`src/rtl/imem_loader_if.sv`:
```
`default_nettype none
// ============================================================================
// Module      : imem_loader_if
// Description : Byte-stream receive handshake and instruction-memory write port
//               shared by the loader (master) and its host/memory side (slave).
// Revision    : 1.0 - initial release
// ============================================================================
interface imem_loader_if #(
    parameter int instructionW = 32,
    parameter int addrW        = 16
);
    logic [7:0]              rxData;
    logic                    rxValid;
    logic                    rxReady;
    logic                    wrEn;
    logic [addrW-1:0]        wrAddr;
    logic [instructionW-1:0] wrData;

    modport master (
        input  rxData, rxValid,
        output rxReady, wrEn, wrAddr, wrData
    );

    modport slave (
        output rxData, rxValid,
        input  rxReady, wrEn, wrAddr, wrData
    );
endinterface
`default_nettype wire

```
`src/rtl/imem_loader.sv`:
```
`default_nettype none
// ============================================================================
// Module      : imem_loader
// Description : Boot-time instruction-memory writer. Assembles little-endian
//               32-bit words from a byte stream and writes consecutive words.
//               Optional trailing XOR checksum enabled by macro CHECKSUM_EN.
// Revision    : 1.0 - initial release
// ============================================================================
module imem_loader #(
    parameter int               instructionW = 32,
    parameter int               addrW        = 16,
    parameter logic [addrW-1:0] BASE_ADDR    = '0
) (
    input  logic          sysCLK,
    input  logic          resetN,
    input  logic          start,
    imem_loader_if.master bus,
    output logic          busy,
    output logic          done,
    output logic          error
);

    typedef enum logic [2:0] {
        S_IDLE   = 3'd0,
        S_LEN_LO = 3'd1,
        S_LEN_HI = 3'd2,
        S_DATA   = 3'd3,
`ifdef CHECKSUM_EN
        S_CHK    = 3'd4,
`endif
        S_FIN    = 3'd5
    } state_t;

`ifdef CHECKSUM_EN
    localparam state_t c_TAIL = S_CHK;
`else
    localparam state_t c_TAIL = S_FIN;
`endif
    localparam logic [addrW-1:0] c_ADDR_ONE = {{(addrW-1){1'b0}}, 1'b1};

    state_t                  r_state;
    state_t                  w_nextState;
    logic                    w_rxReady;
    logic                    w_xfer;
    logic [7:0]              r_lenLo;
    logic [15:0]             r_wordsLeft;
    logic [1:0]              r_byteIdx;
    logic                    r_wrEn;
    logic [addrW-1:0]        r_wrAddr;
    logic [instructionW-1:0] r_wrData;

    always_ff @(posedge sysCLK or negedge resetN) begin
        if (!resetN) r_state <= S_IDLE;
        else         r_state <= w_nextState;
    end

    always_comb begin
        w_nextState = r_state;
        w_rxReady   = 1'b0;
        busy        = 1'b0;
        done        = 1'b0;
        case (r_state)
            S_IDLE: begin
                if (start) w_nextState = S_LEN_LO;
            end
            S_LEN_LO: begin
                w_rxReady = 1'b1;
                busy      = 1'b1;
                if (bus.rxValid) w_nextState = S_LEN_HI;
            end
            S_LEN_HI: begin
                w_rxReady = 1'b1;
                busy      = 1'b1;
                if (bus.rxValid)
                    w_nextState = ({bus.rxData, r_lenLo} == 16'd0) ? c_TAIL : S_DATA;
            end
            S_DATA: begin
                w_rxReady = 1'b1;
                busy      = 1'b1;
                if (bus.rxValid && r_byteIdx == 2'd3 && r_wordsLeft == 16'd1)
                    w_nextState = c_TAIL;
            end
`ifdef CHECKSUM_EN
            S_CHK: begin
                w_rxReady = 1'b1;
                busy      = 1'b1;
                if (bus.rxValid) w_nextState = S_FIN;
            end
`endif
            S_FIN: begin
                done        = 1'b1;
                w_nextState = S_IDLE;
            end
            default: w_nextState = S_IDLE;
        endcase
    end

    assign w_xfer = bus.rxValid & w_rxReady;

`ifdef CHECKSUM_EN
    logic [7:0] r_csum;
    logic       r_error;
`endif

    always_ff @(posedge sysCLK or negedge resetN) begin
        if (!resetN) begin
            r_lenLo     <= '0;
            r_wordsLeft <= '0;
            r_byteIdx   <= '0;
            r_wrEn      <= 1'b0;
            r_wrAddr    <= '0;
            r_wrData    <= '0;
`ifdef CHECKSUM_EN
            r_csum      <= '0;
            r_error     <= 1'b0;
`endif
        end else begin
            r_wrEn <= 1'b0;
            // Address advances at the end of the write cycle so wrAddr is stable during wrEn.
            if (r_wrEn) r_wrAddr <= r_wrAddr + c_ADDR_ONE;
            if (r_state == S_IDLE && start) begin
                r_wrAddr  <= BASE_ADDR;
                r_byteIdx <= '0;
`ifdef CHECKSUM_EN
                r_csum    <= '0;
                r_error   <= 1'b0;
`endif
            end
            if (w_xfer) begin
                case (r_state)
                    S_LEN_LO: r_lenLo     <= bus.rxData;
                    S_LEN_HI: r_wordsLeft <= {bus.rxData, r_lenLo};
                    S_DATA: begin
                        r_wrData[{r_byteIdx, 3'b000} +: 8] <= bus.rxData;
                        r_byteIdx <= r_byteIdx + 2'd1;
`ifdef CHECKSUM_EN
                        r_csum    <= r_csum ^ bus.rxData;
`endif
                        if (r_byteIdx == 2'd3) begin
                            r_wrEn      <= 1'b1;
                            r_wordsLeft <= r_wordsLeft - 16'd1;
                        end
                    end
`ifdef CHECKSUM_EN
                    S_CHK: r_error <= (bus.rxData != r_csum);
`endif
                    default: ;
                endcase
            end
        end
    end

    assign bus.rxReady = w_rxReady;
    assign bus.wrEn    = r_wrEn;
    assign bus.wrAddr  = r_wrAddr;
    assign bus.wrData  = r_wrData;
`ifdef CHECKSUM_EN
    assign error = r_error;
`else
    assign error = 1'b0;
`endif

endmodule
`default_nettype wire

```
`src/flat_wrapper.sv`:
```
// flat-port wrapper written by rule: the top's interface ports become plain ports
module imem_loader_flat 
#(
    parameter int               instructionW = 32,
    parameter int               addrW        = 16,
    parameter logic [addrW-1:0] BASE_ADDR    = '0
)
  (sysCLK, resetN, start, busy, done, error, bus_rxData, bus_rxValid, bus_rxReady, bus_wrEn, bus_wrAddr, bus_wrData);
  imem_loader_if #(.instructionW(instructionW), .addrW(addrW)) bus_i ();
  input  logic sysCLK;
  input  logic resetN;
  input  logic start;
  output logic busy;
  output logic done;
  output logic error;
  input wire logic [$bits(bus_i.rxData)-1:0] bus_rxData;
  input wire logic [$bits(bus_i.rxValid)-1:0] bus_rxValid;
  output wire logic [$bits(bus_i.rxReady)-1:0] bus_rxReady;
  output wire logic [$bits(bus_i.wrEn)-1:0] bus_wrEn;
  output wire logic [$bits(bus_i.wrAddr)-1:0] bus_wrAddr;
  output wire logic [$bits(bus_i.wrData)-1:0] bus_wrData;
  assign bus_i.rxData = bus_rxData;
  assign bus_i.rxValid = bus_rxValid;
  assign bus_rxReady = bus_i.rxReady;
  assign bus_wrEn = bus_i.wrEn;
  assign bus_wrAddr = bus_i.wrAddr;
  assign bus_wrData = bus_i.wrData;
  imem_loader #(.instructionW(instructionW), .addrW(addrW), .BASE_ADDR(BASE_ADDR)) u_core (.sysCLK(sysCLK), .resetN(resetN), .start(start), .bus(bus_i), .busy(busy), .done(done), .error(error));
endmodule
```
`config.mk`:
```
export PLATFORM = sky130hd
export DESIGN_NAME = imem_loader_flat
export DESIGN_NICKNAME = d
export VERILOG_FILES = /design/src/rtl/imem_loader_if.sv /design/src/rtl/imem_loader.sv /design/src/flat_wrapper.sv
export SDC_FILE = /design/constraint.sdc
export NUM_CORES = 1
export LEC_CHECK = 0
export BUFFER_PORTS_ARGS = -buffer_cell sky130_fd_sc_hd__buf_4
export CORE_AREA = 10 10 99 101
export DETAILED_ROUTE_END_ITERATION = 12
export DIE_AREA = 0 0 109 111
export PLACE_DENSITY = 0.81
export REMOVE_ABC_BUFFERS = 1
export SYNTH_ARGS = -nofsm -noshare
export SYNTH_HDL_FRONTEND = slang
export SYNTH_SLANG_ARGS = --single-unit
```
`constraint.sdc`:
```
create_clock -name sysCLK -period 4.3 [get_ports sysCLK]
set_input_delay 0.86 -clock sysCLK [delete_from_list [all_inputs] [get_ports sysCLK]]
set_output_delay 0.86 -clock sysCLK [all_outputs]
set_load 0.005 [all_outputs]
```
Yosys cells after proc, flatten, opt, wreduce, memory -nomap -nowiden
Index checks and enable logic that the tools add are counted.

word-level totals
  register bits = 78
  bits of input ports = 12
  output and inout port bits = 53
  word-level logic and storage cells = 56

operators by class
  $add $sub $neg = 4
  equal/unequal tests = 11
  shift-type cells = 2
  muxes and demuxes = 19
  bitwise operators = 1
  reduce and logical (&&, ||, !) cells = 12

operators by type and width
  operator                                              number
  2-to-1 mux 16 bit                                     3
  bitwise mux 32 bit                                    1
  one-hot mux 16 bit (2 select lines)                   1
  variable shift 8 x 7 -> 32 bit, first input constant  1
  variable part select 8 x 7 -> 32 bit                  1
  adder 16 x 1 -> 16 bit, second input constant         1
  equality test 16 x 1 -> 1 bit, second input constant  1
  zero test 16 bit                                      1
  subtractor 16 x 1 -> 16 bit, second input constant    1
  2-to-1 mux 3 bit                                      5
  one-hot mux 3 bit (4 select lines)                    1
  negator 5 -> 7 bit                                    1
  equality test 3 x 2 -> 1 bit, second input constant   2
  2-to-1 mux 2 bit                                      3
  != test 2 bit, second input constant                  3
  2-to-1 mux 1 bit                                      5
  != test 2 x 1 -> 1 bit, second input constant         2
  AND reduction 2 bit                                   2
  AND reduction 4 bit                                   1
  nonzero test 2 bit                                    2
  equality test 3 x 1 -> 1 bit, second input constant   1
  equality test 3 bit, second input constant            1
  logical AND 1 bit                                     3
  zero test 3 bit                                       1
  5 further kinds                                       5

Longest topological paths before layout
Gate-level depths: netlist of run 1.

  word-level depth = 5
  gate-level depth with buffers = 7
  mapped depth without buffers = 6

Worst setup path before layout of run 1
Ideal clock, no wire load.

  path kind = input-to-reg
  start point = input bus_rxValid
  end point = register u_core.r_wrData[30], in the netlist u_core.bus.wrData[30]
  arrival time = 2.098 ns
  setup slack = 2.066 ns
  stages = 7
  buffers on the path = 3
  cell sequence = clkbuf_1 and4b_1 clkbuf_1 nand2_1 clkbuf_1 nand2_1 o21ai_0

on the way
  word-level cells in the longest chain between the ends = 2

ends and longest elaborated chain
  element                         RTL line            source
  start: declaration              flat_wrapper.sv:17  input wire logic [$bits(bus_i.rxValid)-1:0] bus_rxValid;
  AND 1 bit                       imem_loader.sv:98   assign w_xfer = bus.rxValid & w_rxReady;
  AND reduction 2 bit (no line)   n/a
  end signal: indexed assignment  imem_loader.sv:134  r_wrData[{r_byteIdx, 3'b000} +: 8] <= bus.rxData;
  end: declaration                imem_loader.sv:50   logic [instructionW-1:0] r_wrData;

Every way passes these cells.
A chain may end at the register's enable or synchronous reset.

Worst setup path after layout of run 1
  start point = register u_core.r_state[0]
  end point = output busy

on the way
  word-level cells in the longest chain between the ends = 3
  elaborated cells between the ends (all ways) = 5

ends and longest elaborated chain
  element                                                                       RTL line            source
  start: declaration                                                            imem_loader.sv:41   state_t r_state;
  start signal: assignment                                                      imem_loader.sv:54   else r_state <= w_nextState;
  equality test 3 x 1 -> 1 bit or equality test 3 x 2 -> 1 bit (tied branches)  imem_loader.sv:62   case (r_state)
  OR reduction 3 bit (no line) (*)                                              n/a
  2-to-1 mux 1 bit (*)                                                          imem_loader.sv:62
  end: declaration                                                              flat_wrapper.sv:13  output logic busy;

Every way passes the cells marked *; elsewhere a longest branch is shown, timed or not.

==> results.py, run 1 <==
metrics = {
    "place": {
        "port_buffers": 63,
        "place.gp.congestion": 0.887,
        "dpl_cell_area_sq_mm": 0.00435,
        "hpwl_mm": 6.69,
        "placed_cells": 563,
    },
    "clock_tree": {
        "cts_num_sinks": 78,
        "clock_latency_ps": 360,
        "cts_max_level": 3,
        "hold_buffers": 0,
        "clock-root-buffer": "clkbuf_8",
        "cts_resized": 0,
        "numCtsBuffers": 9,
        "clk_path_buf_depth": 2,
        "path_clk_slew_ps": 80,
        "cts_tree": "done",
        "cts_setup_buffers": 0,
    },
    "floorplan": {
        "coreArea_sq_mm": 0.00797,
        "start_util_pct": 48.0,
        "die_area_sq_mm": 0.0121,
        "die_y_um": 111,
        "io_pins": 65,
        "rows": 33,
        "fp.dieW_um": 109,
    },
    "critical_path": {
        "r2r_end": "u_core.r_wordsLeft[9]$_DFFE_PN0P_",
        "worstPathCellList": "nor2_1 -> nor2_1 -> buf_4",
        "worst_setup_path_start_kind": "register",
        "reg2reg_depth": 4,
        "r2r-start": "u_core.r_state[0]$_DFFE_PN0P_",
        "end_kind": "primary output",
        "reg2reg_slack_ps": 2080,
        "cp.arrival_ps": 1470,
        "worstPathRequired_ps": 3440,
        "crit_path_frequent_cell": "nor2_1",
        "path_class": "register to primary output",
        "path_max_fanout": 18,
        "slowest_stage": "dfrtp_1",
        "crit_path_max_incr_delay_ps": 720,
    },
    "final_layout": {
        "mostFrequentLayoutCell": "nand2_1",
        "antenna-diode-count": 0,
        "final_area_sq_mm": 0.00458,
        "area_delta_synth_final_pct": 19.6,
        "fin_nets": 489,
        "stdcell_count": 579,
        "mostFrequentLayoutCells": "nand2_1, dfrtp_1, buf_4, o21ai_0, nor2_1",
        "drive_gt1_share_pct": 20.0,
    },
    "detailed_routing": {
        "drc": 0,
        "drt-initial-drc-count": 287,
        "detail-route-antenna-nets": 0,
        "dr.pass1.iters": 4,
        "routed_via_density": 5.62,
        "wl_per_cell_um": 16.8,
        "vias": 3256,
        "routed_wl_mm": 9.72,
    },
    "yosys": {
        "synthFlopType": "dfrtp_1",
        "yosysSeqAreaShare_pct": 51.0,
        "muxShareOfSynthArea_pct": 2.88,
        "synthAdderAreaFrac_pct": 2.61,
        "synth_compound_area_share_pct": 15.3,
        "yosys.cell_types.count": 53,
        "netlist_area_sq_mm": 0.00383,
        "yosys.area_share.simple_pct": 22.4,
        "async_reset_ff_share_pct": 100,
        "synth_edf_count": 0,
        "postSynthAreaPerCell_sq_um": 9.20,
        "synth-seq-cells": 78,
        "synthCells": 416,
        "synth_top_family_by_area": "simple AND/OR/NAND/NOR gates",
        "synth-xor-area-share_pct": 2.29,
        "yosys_warnings": 0,
    },
    "pwr": {
        "netSwitchingFraction_pct": 37.5,
        "seqPwrFrac_pct": 43.5,
        "p_leak_nw": 2.02,
        "cellPowerDensity_mw_per_mm2": 612,
        "clkPwrFrac_pct": 22.6,
        "combPwrFrac_pct": 33.9,
        "peakVddDrop_mv": 0.239,
        "p_int_w": 0.00175,
        "switchingPower_w": 0.00105,
    },
    "global_routing": {
        "grt_usage_pct": 16.2,
        "grt_first_pass_wirelength_mm": 16.0,
        "grt_max_degree": 79,
        "grt_pass1_vias": 3224,
        "grt_overflow": 0,
        "grt_antenna_before_repair": 0,
    },
    "hold_path": {
        "hold_end": "u_core.bus.wrData[8]$_DFFE_PN0P_",
        "hold_path_class": "register to register",
        "worstHoldStart": "u_core.bus.wrData[8]$_DFFE_PN0P_",
        "min_path_cells": 2,
    },
    "sta": {
        "fin_crit_ps": 2330,
        "setup_violations": 0,
        "slew_violations": 0,
        "fin_skew_ps": 9.36,
        "slew_headroom_pct": 35.2,
        "finalSetupTns_ps": 0,
        "finalHoldViolations": 0,
        "rsz0062_at_grt": "false",
        "finalCritPeriodShare_pct": 54.2,
        "fmax_mhz": 429,
        "worst_slew_pin_slew_ps": 971,
    },
    "status": {
        "status": "finished clean",
    },
    "flow_run": {
        "cap_violations": 0,
    },
}
==> how the worst max path moves through the flow <==
stage	from	slack (ps)	end
global route	u_core.r_state[0]$_DFFE_PN0P_	1860	busy
global placement	bus_rxValid	2150	u_core.r_wordsLeft[14]$_DFFE_PN0P_
floorplan	start	2170	u_core.bus.wrAddr[15]$_DFFE_PN0P_
detailed placement	bus_rxValid	2050	u_core.r_wordsLeft[14]$_DFFE_PN0P_
CTS	u_core.r_state[0]$_DFFE_PN0P_	1980	busy
finish	u_core.r_state[0]$_DFFE_PN0P_	1970	busy
==> cell usage after synthesis, types with 2 or more instances <==
master	n	share of area [%]
nand3_1	11	1.4
or4_1	5	0.98
o31ai_1	5	0.98
o21ai_0	43	5.6
and3_1	2	0.33
a211oi_1	2	0.39
nand2b_1	2	0.33
ha_1	8	2.6
nand4_1	4	0.65
buf_2	2	0.26
nor3_1	9	1.2
and4_1	2	0.46
o311ai_1	2	0.46
xnor2_1	5	1.1
nor4_1	9	1.5
buf_4	2	0.39
nand2_1	87	8.5
nand4b_1	2	0.46
mux2_2	8	2.4
a21o_1	2	0.39
dfrtp_1	78	51
a2bb2oi_1	5	1.1
inv_1	10	0.98
a31oi_1	4	0.65
xor2_1	5	1.1
a21oi_1	21	2.7
nor2_1	29	2.8
clkbuf_1	18	1.8
nor3b_1	5	0.98
or3_1	3	0.49
mux2i_1	2	0.52
o22ai_1	3	0.49
==> metrics by stage <==
step                hold slack (ps)  worst slack [ps]  power, W  util, %
floorplan                       467              2170   0.00175        -
global placement                465              2150   0.00213     54.6
detailed placement              472              2050   0.00218     54.6
CTS                             491              1980   0.00281     57.5
global route                    508              1860   0.00300     57.5
finish                          490              1970   0.00280     57.5
==> per-layer routing <==
| metal | global-route usage, % | up-vias | routed length (um) |
|---|---|---|---|
| li1 | - | 1567 | - |
| met1 | 19.8 | 1566 | 3960 |
| met2 | 26.4 | 105 | 4790 |
| met3 | 4.30 | 18 | 790 |
| met4 | 5.98 | 0 | 184 |
| met5 | 0 | - | 0 |
==> critical path, delay by kind of cell (launching register included) <==
family                 cells  cell delay, ps
buffers and inverters      1             130
DFF                        1             720
and+or+nand+nor            2             260
==> cells by family after synthesis <==
kind of cell             Yosys count
AND/OR/NAND/NOR                  179
AO/OA/AOI/OAI                     98
flip-flops                        78
buffers and inverters             32
XOR/XNOR                          10
multiplexers                      10
adder cells (fa/ha/maj)            8
other                              1
==> layout make-up <==
class	instances	area (sq um)
repair buffers	64	480
clock inverters	5	81.3
multi-input cells	306	1750
inverters	10	37.5
flip-flops and latches	78	1950
well taps	105	131
fillers	665	3390
clock buffers	11	151
==> flip-flops by register name (all words and copies together), names as in the netlist <==
name                cells
u_core.r_byteIdx        2
u_core.r_wordsLeft     16
u_core.bus.wrAddr      16
u_core.r_state          3
u_core.r_lenLo          8
u_core.bus.wrData      32
u_core.bus.wrEn         1
==> power groups by stage <==
stage                     clock network (W)  registers (W)  logic, W
after floorplan                           0        0.00117  0.000580
after global placement                    0        0.00121  0.000915
after detailed placement                  0        0.00123  0.000951
after CTS                          0.000640        0.00121  0.000958
after global routing               0.000673        0.00125   0.00107
final                              0.000634        0.00122  0.000951
Note: power is estimated with default switching activity, not from simulation.
==> run 2, diff against run 1 <==
- clock period: 4.3 -> 2.39 ns (I/O delays scaled with it)
==> run 2 against run 1 <==
Final cell count up 1.9%; largest power group unchanged; total power up 81%; critical path type is now register to register; largest cell class unchanged; critical endpoint is now u_core.r_wordsLeft[14]$_DFFE_PN0P_; clock skew down 0.98 ps; first-iteration DRC count down 28%.
==> results.py, run 2 (synthesis results as in run 1) <==
metrics = {
    "final_layout": {
        "fillers": 686,
        "drive_gt1_share_pct": 21.9,
        "area_delta_synth_final_pct": 21.6,
        "stdcell_count": 590,
        "mostFrequentLayoutCells": "nand2_1, dfrtp_1, buf_4, o21ai_0, nor2_1",
        "largest_reg_flops": 32,
        "antenna-diode-count": 0,
        "fin_nets": 501,
        "mostFrequentLayoutCell": "nand2_1",
        "fin_util_pct": 58.4,
    },
    "sta": {
        "rsz0062_at_grt": "false",
        "fmax_mhz": 457,
        "finalCritPeriodShare_pct": 91.5,
        "fin_crit_ps": 2190,
        "worst_slew_pin_slew_ps": 633,
        "fin_skew_ps": 8.38,
        "setup_violations": 0,
        "finalSetupTns_ps": 0,
        "finalHoldViolations": 0,
        "slew_violations": 0,
        "slew_headroom_pct": 57.6,
        "hold_ws_ps": 59.5,
    },
    "critical_path": {
        "reg2reg_depth": 6,
        "path_max_fanout": 5,
        "end_kind": "register",
        "worstPathRequired_ps": 2610,
        "worst_setup_path_start_kind": "register",
        "path_class": "register to register",
        "cp.arrival_ps": 2410,
    },
    "clock_tree": {
        "numCtsBuffers": 9,
        "clock_latency_ps": 360,
        "cts_tree": "done",
        "cts_setup_buffers": 0,
        "cts_num_sinks": 78,
        "cts_resized": 0,
        "path_clk_slew_ps": 80,
        "clk_path_buf_depth": 2,
        "clock-root-buffer": "clkbuf_8",
        "hold_buffers": 0,
        "cts_max_level": 3,
    },
    "detailed_routing": {
        "wl_per_cell_um": 17.5,
        "vias": 3374,
        "drt-initial-drc-count": 207,
        "routed_wl_mm": 10.3,
        "routed_via_density": 5.72,
        "drc": 0,
        "detail-route-antenna-nets": 0,
        "route.met2.wl_mm": 5.16,
        "routed.top_layer": "met4",
        "wl_met3_um": 683,
        "wl_met1_mm": 4.29,
        "dr.pass1.iters": 5,
    },
    "pwr": {
        "p_leak_nw": 2.08,
        "peakVddDrop_mv": 0.429,
        "cellPowerDensity_mw_per_mm2": 1090,
    },
    "global_routing": {
        "grt_max_degree": 34,
        "grt_usage_pct": 17.6,
        "grt_first_pass_wirelength_mm": 17.2,
        "grt_pass1_vias": 3425,
        "grt_overflow": 0,
        "grt_antenna_before_repair": 0,
    },
    "flow_run": {
        "cap_violations": 0,
    },
    "floorplan": {
        "rows": 33,
        "fp.dieW_um": 109,
        "die_area_sq_mm": 0.0121,
        "start_util_pct": 48.0,
        "io_pins": 65,
        "coreArea_sq_mm": 0.00797,
        "die_y_um": 111,
    },
    "place": {
        "place.gp.congestion": 0.902,
        "hpwl_mm": 7.31,
        "placed_cells": 575,
        "port_buffers": 63,
    },
    "hold_path": {
        "hold_path_class": "input port to asynchronous set/reset pin",
    },
    "status": {
        "status": "finished clean",
    },
}
==> run 2: changes by cell type in the layout (fill, tap and decap cells not counted) <==
cell / previous run / this run
buf_4: 64 / 75
inv_6: 0 / 1
clkinv_2: 1 / 0
buf_12: 0 / 1
bufinv_16: 2 / 1
==> run 2: layer usage <==
metal / GRT usage (%) / vias to the layer above
li1: - / 1596
met5: 0 / -
met1: 20.9 / 1643
met3: 4.88 / 19
met4: 6.60 / 0
met2: 29.4 / 116
==> run 2: area by class of cell <==
type                            count  area [sq um]  share of cell area, %
Sequential cell                    78          1950                   41.9
Tap cell                          105           131                   2.82
Clock inverter                      4          55.1                   1.18
Clock buffer                       11           151                   3.25
Inverter                           10          37.5                  0.806
Timing Repair Buffer               76           583                   12.5
Multi-Input combinational cell    306          1750                   37.5
==> run 2: path summary, 6_finish.rpt <==
path	from	to	slack, ps
min reg2reg	u_core.bus.wrData[8]$_DFFE_PN0P_	u_core.bus.wrData[8]$_DFFE_PN0P_	490
min in group sysCLK	start	u_core.r_state[0]$_DFFE_PN0P_	380
min	resetN	u_core.bus.wrData[28]$_DFFE_PN0P_	60
max in group asynchronous	resetN	u_core.bus.wrData[24]$_DFFE_PN0P_	1720
max reg2reg	u_core.r_wordsLeft[0]$_DFFE_PN0P_	u_core.r_wordsLeft[14]$_DFFE_PN0P_	200
max	u_core.r_wordsLeft[0]$_DFFE_PN0P_	u_core.r_wordsLeft[14]$_DFFE_PN0P_	200
==> run 2: power by group <==
part	switching (W)	internal, W
combinational	0.000983	0.000867
clock	0.000505	0.000540
sequential	0.000460	0.00173
total	0.00195	0.00314
==> run 2: metrics by stage <==
step | instance area (sq um) | total power (W) | worst slack, ps
finish | 4660 | 0.00509 | 202
global route | 4660 | 0.00546 | 118
CTS | 4660 | 0.00511 | 207
detailed placement | 4450 | 0.00405 | 192
global placement | 4450 | 0.00395 | 358
floorplan | 3740 | 0.00314 | 422
==> run 2: critical path: stages (launching register included) <==
cell and delay [ps]:
dfrtp_1 420, inv_1 110, ha_1 210, or3b_2 520, or3_1 380, o311ai_1 270, o311ai_1 150
==> run 3, diff against run 2 <==
- CORE_AREA: 10 10 99 101 -> 2 2 91 93
- DIE_AREA: 0 0 109 111 -> 0 0 93 95
- GPL_ROUTABILITY_DRIVEN: not set -> 0
==> run 3 against run 2 <==
Final cell count down 0.51%; largest cell class unchanged; worst setup slack better by 15 ps; via count about the same; register-to-register slack barely moved; sequential share of layout area increased by 0.068 points; critical endpoint unchanged.
==> results.py, run 3 (synthesis results as in run 1) <==
metrics = {
    "place": {
        "port_buffers": 63,
        "post-place-ws_ps": 248,
        "hpwl_mm": 6.41,
    },
    "pwr": {
        "cellPowerDensity_mw_per_mm2": 1100,
        "peakVddDrop_mv": 0.413,
        "p_leak_nw": 2.06,
    },
    "detailed_routing": {
        "routed_wl_mm": 9.37,
        "detail-route-antenna-nets": 0,
        "drt-initial-drc-count": 316,
        "vias": 3377,
        "routed_via_density": 5.75,
        "routed.top_layer": "met4",
        "route.met2.wl_mm": 4.59,
        "wl_met1_mm": 3.93,
        "dr.pass1.iters": 5,
        "wl_per_cell_um": 16.0,
        "wl_met3_um": 574,
        "drc": 0,
    },
    "sta": {
        "finalSetupTns_ps": 0,
        "setup_violations": 0,
        "slew_headroom_pct": 57.9,
        "fin_crit_ps": 2170,
        "rsz0062_at_grt": "false",
        "slew_violations": 0,
        "finalWorstSetupSlack_ps": 216,
        "finalCritPeriodShare_pct": 90.9,
        "fmax_mhz": 460,
        "worst_slew_pin_slew_ps": 629,
        "fin_skew_ps": 6.13,
        "finalHoldViolations": 0,
    },
    "critical_path": {
        "end_kind": "register",
        "crit_cells": 6,
        "crit_path_max_incr_delay_ps": 500,
        "worst_setup_path_start_kind": "register",
        "path_class": "register to register",
        "worstPathCellList": "inv_1 -> ha_1 -> or3b_2 -> or3_1 -> o311ai_1 -> o311ai_1",
        "reg2reg_depth": 6,
        "path_max_fanout": 5,
        "worstPathRequired_ps": 2600,
        "r2r_end": "u_core.r_wordsLeft[14]$_DFFE_PN0P_",
        "cp-startpoint": "u_core.r_wordsLeft[0]$_DFFE_PN0P_",
        "crit_end": "u_core.r_wordsLeft[14]$_DFFE_PN0P_",
        "critPathTopFamily": "simple AND/OR/NAND/NOR gates",
        "reg2reg_slack_ps": 220,
        "cp.arrival_ps": 2390,
        "crit_path_frequent_cell": "o311ai_1",
        "worst-path-buf-inv": 1,
        "r2r-start": "u_core.r_wordsLeft[0]$_DFFE_PN0P_",
        "slowest_stage": "or3b_2",
    },
    "final_layout": {
        "drive_gt1_share_pct": 21.4,
        "antenna-diode-count": 0,
        "multi_input_area_sq_mm": 0.00175,
        "area_delta_synth_final_pct": 21.4,
        "layout.area.seq_sq_mm": 0.00195,
        "largest_reg_flops": 32,
        "fillers": 689,
        "fin_nets": 498,
        "mostFrequentLayoutCells": "nand2_1, dfrtp_1, buf_4, o21ai_0, nor2_1",
        "mostFrequentLayoutCell": "nand2_1",
    },
    "floorplan": {
        "start_util_pct": 48.3,
        "coreArea_sq_mm": 0.00793,
        "die_area_sq_mm": 0.00884,
        "io_pins": 65,
        "fp.dieW_um": 93,
        "die_y_um": 95,
        "rows": 33,
    },
    "clock_tree": {
        "cts_setup_buffers": 0,
        "cts_num_sinks": 78,
        "numCtsBuffers": 9,
        "path_clk_slew_ps": 80,
        "hold_buffers": 0,
        "cts_resized": 0,
        "cts_tree": "done",
        "cts_max_level": 3,
        "clk_path_buf_depth": 2,
        "clock-root-buffer": "clkbuf_8",
        "clock_latency_ps": 350,
    },
    "global_routing": {
        "grt_pass1_vias": 3178,
        "grt_max_degree": 42,
        "grt_overflow": 0,
        "grt_antenna_before_repair": 0,
        "grt_usage_pct": 22.4,
        "grt_first_pass_wirelength_mm": 15.4,
    },
    "flow_run": {
        "cap_violations": 0,
    },
    "status": {
        "status": "finished clean",
    },
    "hold_path": {
        "hold_path_class": "input port to asynchronous set/reset pin",
    },
}
-- run 3: changes by cell type in the layout (fill, tap and decap cells not counted), sizes merged --
cell      before  now
buf           76   73
bufinv         1    2
clkbuf        11   10
clkinvlp       1    2
inv           11   10
-- run 3: layout make-up --
| class | count | area share [%] |
|---|---|---|
| Sequential cell | 78 | 42.0 |
| Clock inverter | 5 | 1.80 |
| Multi-Input combinational cell | 306 | 37.6 |
| Inverter | 10 | 0.807 |
| Clock buffer | 10 | 2.96 |
| Timing Repair Buffer | 73 | 12.1 |
| Tap cell | 105 | 2.83 |
-- run 3: metal layers --
layer / global-route usage, % / vias to the layer above
li1: - / 1590
met1: 28.9 / 1632
met2: 36.2 / 128
met3: 3.83 / 27
met4: 12.0 / 0
met5: 0 / -
-- run 3: where the power goes --
part	leakage, nW	internal (W)	switching, W
registers	1.01	0.00173	0.000459
clock network	0.105	0.000612	0.000477
logic	0.945	0.000847	0.000972
total	2.06	0.00319	0.00191
-- run 3: stage by stage --
| stage | cells | utilization, % | power [W] | hold WS, ps | cell area (sq um) |
|---|---|---|---|---|---|
| final | 587 | 58.6 | 0.00510 | 89.8 | 4650 |
| after global routing | 587 | 58.6 | 0.00545 | 119 | 4650 |
| after CTS | 587 | 58.6 | 0.00509 | 96.7 | 4650 |
| after detailed placement | 572 | 55.9 | 0.00398 | 473 | 4430 |
| after global placement | 572 | 55.9 | 0.00389 | 466 | 4430 |
| after floorplan | 394 | - | 0.00314 | 182 | 3740 |
-- run 3: worst min path at each step --
stage,startpoint,endpoint,slack [ps]
floorplan,resetN,u_core.bus.wrAddr[0]$_DFFE_PN0P_,180
global placement,u_core.bus.wrData[8]$_DFFE_PN0P_,u_core.bus.wrData[8]$_DFFE_PN0P_,470
detailed placement,u_core.bus.wrData[5]$_DFFE_PN0P_,u_core.bus.wrData[5]$_DFFE_PN0P_,470
CTS,resetN,u_core.bus.wrAddr[3]$_DFFE_PN0P_,100
global route,resetN,u_core.bus.wrAddr[1]$_DFFE_PN0P_,120
finish,resetN,u_core.bus.wrAddr[6]$_DFFE_PN0P_,90
